`src/rtl/pu_riscv_ahb3_arbiter.sv`:
```
`default_nettype none
// ============================================================================
// Module   : pu_riscv_ahb3_arbiter
// Brief    : Three-requester (ins/dat/dbg) AHB3-lite arbiter onto one master
//            port. Define PU_RISCV_AHB3_ARB_RR_EN for round-robin selection
//            instead of fixed priority (dbg > dat > ins).
// Revision : 1.0 - initial release
// ============================================================================
module pu_riscv_ahb3_arbiter #(
  parameter int XLEN = 32,
  parameter int PLEN = XLEN
) (
  input  logic                       HCLK,
  input  logic                       HRESETn,

  input  logic [2:0]                 req_HSEL,
  input  logic [2:0][PLEN-1:0]       req_HADDR,
  input  logic [2:0][XLEN-1:0]       req_HWDATA,
  input  logic [2:0]                 req_HWRITE,
  input  logic [2:0]                 req_HMASTLOCK,
  input  logic [2:0][2:0]            req_HSIZE,
  input  logic [2:0][2:0]            req_HBURST,
  input  logic [2:0][3:0]            req_HPROT,
  input  logic [2:0][1:0]            req_HTRANS,
  output logic [2:0][XLEN-1:0]       req_HRDATA,
  output logic [2:0]                 req_HREADY,
  output logic [2:0]                 req_HRESP,

  output logic                       HSEL,
  output logic [PLEN-1:0]            HADDR,
  output logic [XLEN-1:0]            HWDATA,
  output logic                       HWRITE,
  output logic [2:0]                 HSIZE,
  output logic [2:0]                 HBURST,
  output logic [3:0]                 HPROT,
  output logic [1:0]                 HTRANS,
  output logic                       HMASTLOCK,
  input  logic [XLEN-1:0]            HRDATA,
  input  logic                       HREADY,
  input  logic                       HRESP,

  output logic [1:0]                 grant
);

  localparam logic [1:0] c_TRANS_IDLE   = 2'b00;
  localparam logic [1:0] c_TRANS_BUSY   = 2'b01;
  localparam logic [1:0] c_TRANS_NONSEQ = 2'b10;
  localparam logic [1:0] c_TRANS_SEQ    = 2'b11;
  localparam logic [2:0] c_BURST_SINGLE = 3'b000;

  localparam logic [0:0] c_ST_OPEN  = 1'b0;
  localparam logic [0:0] c_ST_OWNED = 1'b1;

  logic [0:0] state_q,      state_d;
  logic [1:0] addr_owner_q, addr_owner_d;
  logic [1:0] data_owner_q, data_owner_d;
  logic       data_valid_q, data_valid_d;

  logic [2:0] w_req;
  logic [1:0] w_winner;
  logic [1:0] w_own_trans;
  logic       w_own_open;

  genvar r;
  generate
    for (r = 0; r < 3; r++) begin : g_req
      assign w_req[r] = req_HSEL[r] & (req_HTRANS[r] == c_TRANS_NONSEQ);
    end
  endgenerate

  assign w_own_trans = req_HTRANS[addr_owner_q];

  // Ownership may only change between transfers: idle or a lone unlocked single.
  assign w_own_open = ~req_HMASTLOCK[addr_owner_q] &
                      ((w_own_trans == c_TRANS_IDLE) |
                       ((w_own_trans == c_TRANS_NONSEQ) &
                        (req_HBURST[addr_owner_q] == c_BURST_SINGLE)));

`ifdef PU_RISCV_AHB3_ARB_RR_EN
  logic [1:0] w_rr_c1;
  logic [1:0] w_rr_c2;

  // Search starts just after the current owner; the owner itself is last.
  always_comb begin
    w_rr_c1  = (addr_owner_q == 2'd2) ? 2'd0 : addr_owner_q + 2'd1;
    w_rr_c2  = (w_rr_c1 == 2'd2) ? 2'd0 : w_rr_c1 + 2'd1;
    w_winner = addr_owner_q;
    if (w_req[w_rr_c1])      w_winner = w_rr_c1;
    else if (w_req[w_rr_c2]) w_winner = w_rr_c2;
  end
`else
  always_comb begin
    w_winner = addr_owner_q;
    if (w_req[2])      w_winner = 2'd2;
    else if (w_req[1]) w_winner = 2'd1;
    else if (w_req[0]) w_winner = 2'd0;
  end
`endif

  always_comb begin
    state_d      = state_q;
    addr_owner_d = addr_owner_q;
    data_owner_d = data_owner_q;
    data_valid_d = data_valid_q;
    if (HREADY) begin
      data_owner_d = addr_owner_q;
      data_valid_d = (w_own_trans == c_TRANS_NONSEQ) | (w_own_trans == c_TRANS_SEQ);
      case (state_q)
        c_ST_OPEN: begin
          if (w_own_open) addr_owner_d = w_winner;
          else            state_d      = c_ST_OWNED;
        end
        c_ST_OWNED: begin
          if (w_own_open) begin
            state_d      = c_ST_OPEN;
            addr_owner_d = w_winner;
          end
        end
        default: state_d = c_ST_OPEN;
      endcase
    end
  end

  always_ff @(posedge HCLK) begin
    if (!HRESETn) begin
      state_q      <= c_ST_OPEN;
      addr_owner_q <= 2'd0;
      data_owner_q <= 2'd0;
      data_valid_q <= 1'b0;
    end else begin
      state_q      <= state_d;
      addr_owner_q <= addr_owner_d;
      data_owner_q <= data_owner_d;
      data_valid_q <= data_valid_d;
    end
  end

  assign HSEL      = req_HSEL[addr_owner_q];
  assign HADDR     = req_HADDR[addr_owner_q];
  assign HWRITE    = req_HWRITE[addr_owner_q];
  assign HSIZE     = req_HSIZE[addr_owner_q];
  assign HBURST    = req_HBURST[addr_owner_q];
  assign HPROT     = req_HPROT[addr_owner_q];
  assign HTRANS    = req_HTRANS[addr_owner_q];
  assign HMASTLOCK = req_HMASTLOCK[addr_owner_q];
  assign HWDATA    = data_valid_q ? req_HWDATA[data_owner_q] : '0;
  assign grant     = addr_owner_q;

  generate
    for (r = 0; r < 3; r++) begin : g_resp
      localparam logic [1:0] c_IDX = 2'(r);
      logic w_is_addr;
      logic w_is_data;

      assign w_is_addr     = (addr_owner_q == c_IDX);
      assign w_is_data     = data_valid_q & (data_owner_q == c_IDX);
      assign req_HRDATA[r] = HRDATA;
      assign req_HRESP[r]  = w_is_data & HRESP;
      // Non-owners with a pending transfer are held in their address phase.
      assign req_HREADY[r] = (w_is_addr | w_is_data) ? HREADY :
                             ((req_HTRANS[r] == c_TRANS_IDLE) |
                              (req_HTRANS[r] == c_TRANS_BUSY));
    end
  endgenerate

endmodule
`default_nettype wire

```
`config.mk`:
```
export PLATFORM = sky130hd
export DESIGN_NAME = pu_riscv_ahb3_arbiter
export DESIGN_NICKNAME = d
export VERILOG_FILES = /design/src/rtl/pu_riscv_ahb3_arbiter.sv
export SDC_FILE = /design/constraint.sdc
export NUM_CORES = 1
export LEC_CHECK = 0
export CAP_MARGIN = 0
export CORE_AREA = 5 5 175 177
export DETAILED_ROUTE_END_ITERATION = 10
export DIE_AREA = 0 0 180 182
export GPL_ROUTABILITY_DRIVEN = 0
export HOLD_SLACK_MARGIN = 0.12
export PLACE_DENSITY = 0.54
export SETUP_SLACK_MARGIN = 0.2
export SYNTH_ARGS = -nofsm -noshare
export SYNTH_HDL_FRONTEND = slang
export SYNTH_SLANG_ARGS = --single-unit
```
`constraint.sdc`:
```
create_clock -name HCLK -period 4.8 [get_ports HCLK]
set_clock_uncertainty 0.1 [all_clocks]
set_input_delay 0.96 -clock HCLK [delete_from_list [all_inputs] [get_ports HCLK]]
set_output_delay 0.96 -clock HCLK [all_outputs]
set_load 0.05 [all_outputs]
```
# --- Word level (Yosys, flattened, before mapping) ---
# Index checks and enable logic that the tools add are counted.
# Widths: inputs -> output; s select.
totals:
  word_cells: 72
  output_inout_bits: 183
  inputBits: 273
  ff_bits: 5
op_classes:
  n_lt_le_gt_ge: 2
  n_bitwise: 20
  n_reduce_logical: 9
  mux: 26
  n_eq_ne: 12
ops:
  columns: ["op", "count"]
  rows:
  - ["$bmux 32 s2", 2]
  - ["$mux 32", 3]
  - ["$eq 2x2->1 const B", 7]
  - ["$bmux 3 s2", 2]
  - ["$logic_not 2->1", 6]
  - ["$and 1x1->1", 11]
  - ["$eq 2x1->1 const B", 5]
  - ["$mux 2", 5]
  - ["$bmux 4 s2", 1]
  - ["$or 1x1->1", 8]
  - ["$bmux 1 s2", 3]
  - ["$lt 2x3->1 const B", 2]
  - ["$mux 1", 6]
  - ["$mux 3", 2]
  - ["$bmux 2 s2", 1]
  - ["$mux 4", 1]
  - ["$logic_not 3->1", 1]
  - ["$reduce_and 3->1", 1]
  - ["$reduce_bool 3->1", 1]
  - ["$not 1->1", 1]

# --- Logic depth before layout (Yosys ltp) ---
logic_depth:
  depth_word: 7
  depth_mapped: 7
  depth_no_buf: 5

# --- Worst setup path after synthesis ---
# No wires, ideal clock.
synth_path:
  path_type: "reg2out"
  startpoint: "reg addr_owner_q[0], in the netlist grant[0]"
  endpoint: "out req_HREADY[0]"
  path_buffers: 3
  arrival_time_ps: 2435
  path_stages_with_launch: 6
  required_ps: 3740
  slack_ps: 1305
  path_cell_list: "dfxtp_1 > buf_6 > buf_6 > buf_2 > o22ai_1 > o21ai_0"
synth_via:
  elab_chain_cells: 3
synth_rtl:
  columns: ["item", "line", "text"]
  rows:
  - ["start: declaration", "55", "logic [1:0] addr_owner_q, addr_owner_d;"]
  - ["start signal: assignment", "132", "addr_owner_q <= addr_owner_d;"]
  - ["$logic_not 2->1", "155", "assign w_is_addr = (addr_owner_q == c_IDX);"]
  - ["$or 1x1->1", "160", "assign req_HREADY[r] = (w_is_addr | w_is_data) ? HREADY :"]
  - ["$mux 1", "160", null]
  - ["end: declaration", "26", "output logic [2:0] req_HREADY,"]
# No other way between the ends.

# --- Worst setup path after layout ---
layout_path:
  startpoint: "in req_HTRANS[3] (netlist bit)"
  endpoint: "out HTRANS[1]"
layout_via:
  elab_chain_cells: 2
layout_rtl:
  columns: ["item", "line", "text"]
  rows:
  - ["start: declaration", "24", "input logic [2:0][1:0] req_HTRANS,"]
  - ["$bmux 2 s2", "144", "assign HTRANS = req_HTRANS[addr_owner_q];"]
  - ["$mux 2 (not written as such)", "144", null]
  - ["end: declaration", "36", "output logic [1:0] HTRANS,"]
# No other way between the ends. The select of a mux whose other input is x is not followed.

==> summary.md <==
| Metric | Value |
|---|---|
| # H-tree levels | `1` |
| Synth top area share | `0.2841` |
| CTS Root Cell | `clkbuf_16` |
| Starting Density | `0.1005` |
| CTS resizes | `0` |
| WL met3 | `1806 um` |
| Bufs on Longest Clock Path | `2` |
| Worst-path fanout max | `3` |
| Post-Syn Area per Cell | `6.753 um2` |
| Setup WS pre-CTS | `0.7920 ns` |
| Final cell count without fillers | `1035` |
| # rows | `63` |
| Slowest stage delay, CP | `0.93 ns` |
| Post-Route WL | `15730 um` |
| GRT Util Overall | `0.08742` |
| First-pass GRT wire length | `22650 um` |
| Pwr Density | `109.7 nW/um2` |
| Die width | `180 um` |
| Top Metal Used | `met4` |
| # hold bufs at CTS | `0` |
| Cells after Synth | `433` |
| CP bufs+invs | `2` |
| Clock latency on the worst-skew pair | `0.22 ns` |
| Sum Neg Setup Slack | `0 ns` |
| Final period util | `0.8163` |
| Drt first pass iters | `4` |
| TritonCTS buffer count | `3` |
| Total of max-cap violations | `0` |
| Ranking of synthesized cells by area | `mux2i_1, buf_4, o21ai_1, nand2_1, and2_1` |
| Largest net degree at the start of global routing | `53` |
| CTS tree | `yes` |
| CP top delay family | `buffers and inverters` |
| Internal Power | `0.4113 mW` |
| Comb power frac | `0.727` |
| Req. time, crit path | `3.74 ns` |
| IO Count | `456` |
| Tot Pwr | `0.6530 mW` |
| Post-DR vias/cell | `3.499` |
| GRT overflow | `0` |
| Cell variety after synth | `26` |
| # nets final | `918` |
| Relative slew slack | `0.5811` |
| Initial antenna violation count | `0` |
| FMAX | `255.2 MHz` |
| Residual DRC | `0` |
| CTS Sinks | `5` |
| Async S/R FF share, synth | `0` |
| CP max-delay cell | `clkdlybuf4s50_1` |
| Die H | `182 um` |
| Synth Register Bits | `5` |
| Reg clk slew, reported paths | `0.03 ns` |
| HPWL after detailed placement | `13260 um` |
| Critical Path AT | `2.86 ns` |
| Critical path capture point type | `output pin` |
| Area delta synth->final | `103.5%` |
| HP Class | `reg2reg` |
| Worst Max-Slew Pin Slew | `0.6283 ns` |
| Met2 routed WL | `7996 um` |
| IO Port Bufs | `327` |
| Crit path cell chain | `clkdlybuf4s50_1, mux2i_1, o2bb2ai_2, clkdlybuf4s50_1` |
| RSZ-0062 raised after global routing | `false` |
| Finish-stage setup viols | `0` |
| Final worst setup slack | `0.8819 ns` |
| Seq/Total Area, Yosys | `0.03423` |
| Vias | `3621` |
| Mapped Nets | `706` |
| Placed Instances | `1030` |
| Post-CTS Setup Bufs | `0` |
| CP startpoint kind | `input port` |
| Final ANT Viol Nets | `0` |
| Sequential Power Share | `0.065` |
| DRT iter0 DRCs | `68` |
| Leading area contributor after synthesis | `mux2i_1` |
| Die area | `32760 um2` |
| EDFF count, synth | `0` |
| Net Sw Frac | `0.3700` |
| Final Hold Vio Count | `0` |
| Avg WL per Cell | `15.20 um` |
| Psw | `0.2416 mW` |
| Layout cells sized above 1 | `0.03261` |
| Status | `complete, no violations` |
| Post-layout min period | `3.918 ns` |
| Leakage power | `1.882 nW` |
| Core footprint | `29090 um2` |
| Netlist Area Pre-Place | `2924 um2` |
| Metal-1 WL | `5777 um` |
| Most frequent CP cell | `clkdlybuf4s50_1` |
| YS warnings | `0` |
| Vias in the first global route | `3819` |
| Clk pwr share | `0.208` |
| WS Path Type | `in2out` |
| Max-slew violations | `0` |
| Peak VDD IR | `0.06314 mV` |
| Synth Flop Type | `dfxtp_1` |
final timing paths:
path                     end  depth (start not counted)  slack [ns]       startpoint
max                HTRANS[1]                          4        0.88    req_HTRANS[3]
min reg2reg  data_owner_q[1]                          2        0.45  data_owner_q[1]
min          data_owner_q[1]                          2        0.45  data_owner_q[1]
max reg2reg         grant[1]                          6        2.36         grant[0]
worst register-to-register path: cells and delay by family (launching register included):
family,cells,cell delay (ns)
DFF,1,0.71
AOI/OAI and AO/OA,2,0.70
and+or+nand+nor,2,0.36
buffers and inverters,1,0.30
muxes,1,0.15
power groups by stage:
stage,Clock (mW),Combinational (mW),Sequential [mW]
after CTS,0.139,0.482,0.0428
after global routing,0.143,0.500,0.0428
after detailed placement,0,0.480,0.0434
final,0.136,0.474,0.0428
after global placement,0,0.480,0.0433
after floorplan,0,0.405,0.0441
through the flow:
stage	cell area, um2	hold WS (ns)	utilization
5_1_grt	5948	0.4681	0.2045
4_1_cts	5948	0.4505	0.2045
3_5_place_dp	5869	0.4451	0.2018
6_report	5951	0.4525	0.2046
2_1_floorplan	2924	0.4541	-
3_3_place_gp	5869	0.4431	0.2018
logic make-up (layout without fill, tap and decap cells):
logic type | count (synthesis) | in the layout | synth area share
AO/OA/AOI/OAI | 88 | 88 | 0.1690
buffers and inverters | 130 | 341 | 0.3064
flip-flops | 5 | 5 | 0.03423
multiplexers | 83 | 83 | 0.2841
other | 0 | 1 | 0
AND/OR/NAND/NOR | 127 | 127 | 0.2062
synth_stat cells (all sizes together) (2+ instances only):
cell / n
buf: 113
mux2i: 83
nand2: 79
o21ai: 74
and2: 32
clkbuf: 14
nor2b: 6
o2bb2ai: 6
dfxtp: 5
a21oi: 4
inv: 3
nor2: 3
and3: 2
and3b: 2
per-layer routing:
layer,vias to the layer above,track usage
met5,-,0
met4,0,0.01432
met3,10,0.03866
met2,278,0.1639
met1,1540,0.09167
li1,1793,-
area by class of cell:
type | count | area [um2]
Clock buffer | 4 | 78.83
Fill cell | 3214 | 23140
Multi-Input combinational cell | 298 | 1931
Timing Repair Buffer | 334 | 3333
Inverter | 3 | 11.26
Antenna cell | 1 | 2.502
Tap cell | 390 | 488.0
Sequential cell | 5 | 106.4
registers in the layout, summed over array words and instances, names as in the netlist:
| register | flops |
|---|---|
| grant | 2 |
| data_valid_q | 1 |
| data_owner_q | 2 |
cell usage in the layout (no fill, tap or decap), types with 2 or more instances in the layout:
master           instances
a21oi_1                  4
and2_1                  32
and3_1                   2
and3b_1                  2
buf_4                    8
clkbuf_16                3
clkdlybuf4s50_1        325
dfxtp_1                  2
dfxtp_2                  2
inv_1                    3
mux2i_1                 83
nand2_1                 79
nor2_1                   3
nor2b_1                  4
o21ai_0                  6
o21ai_1                 68
o2bb2ai_1                3
o2bb2ai_2                3
(Power assumes the default switching activity.)
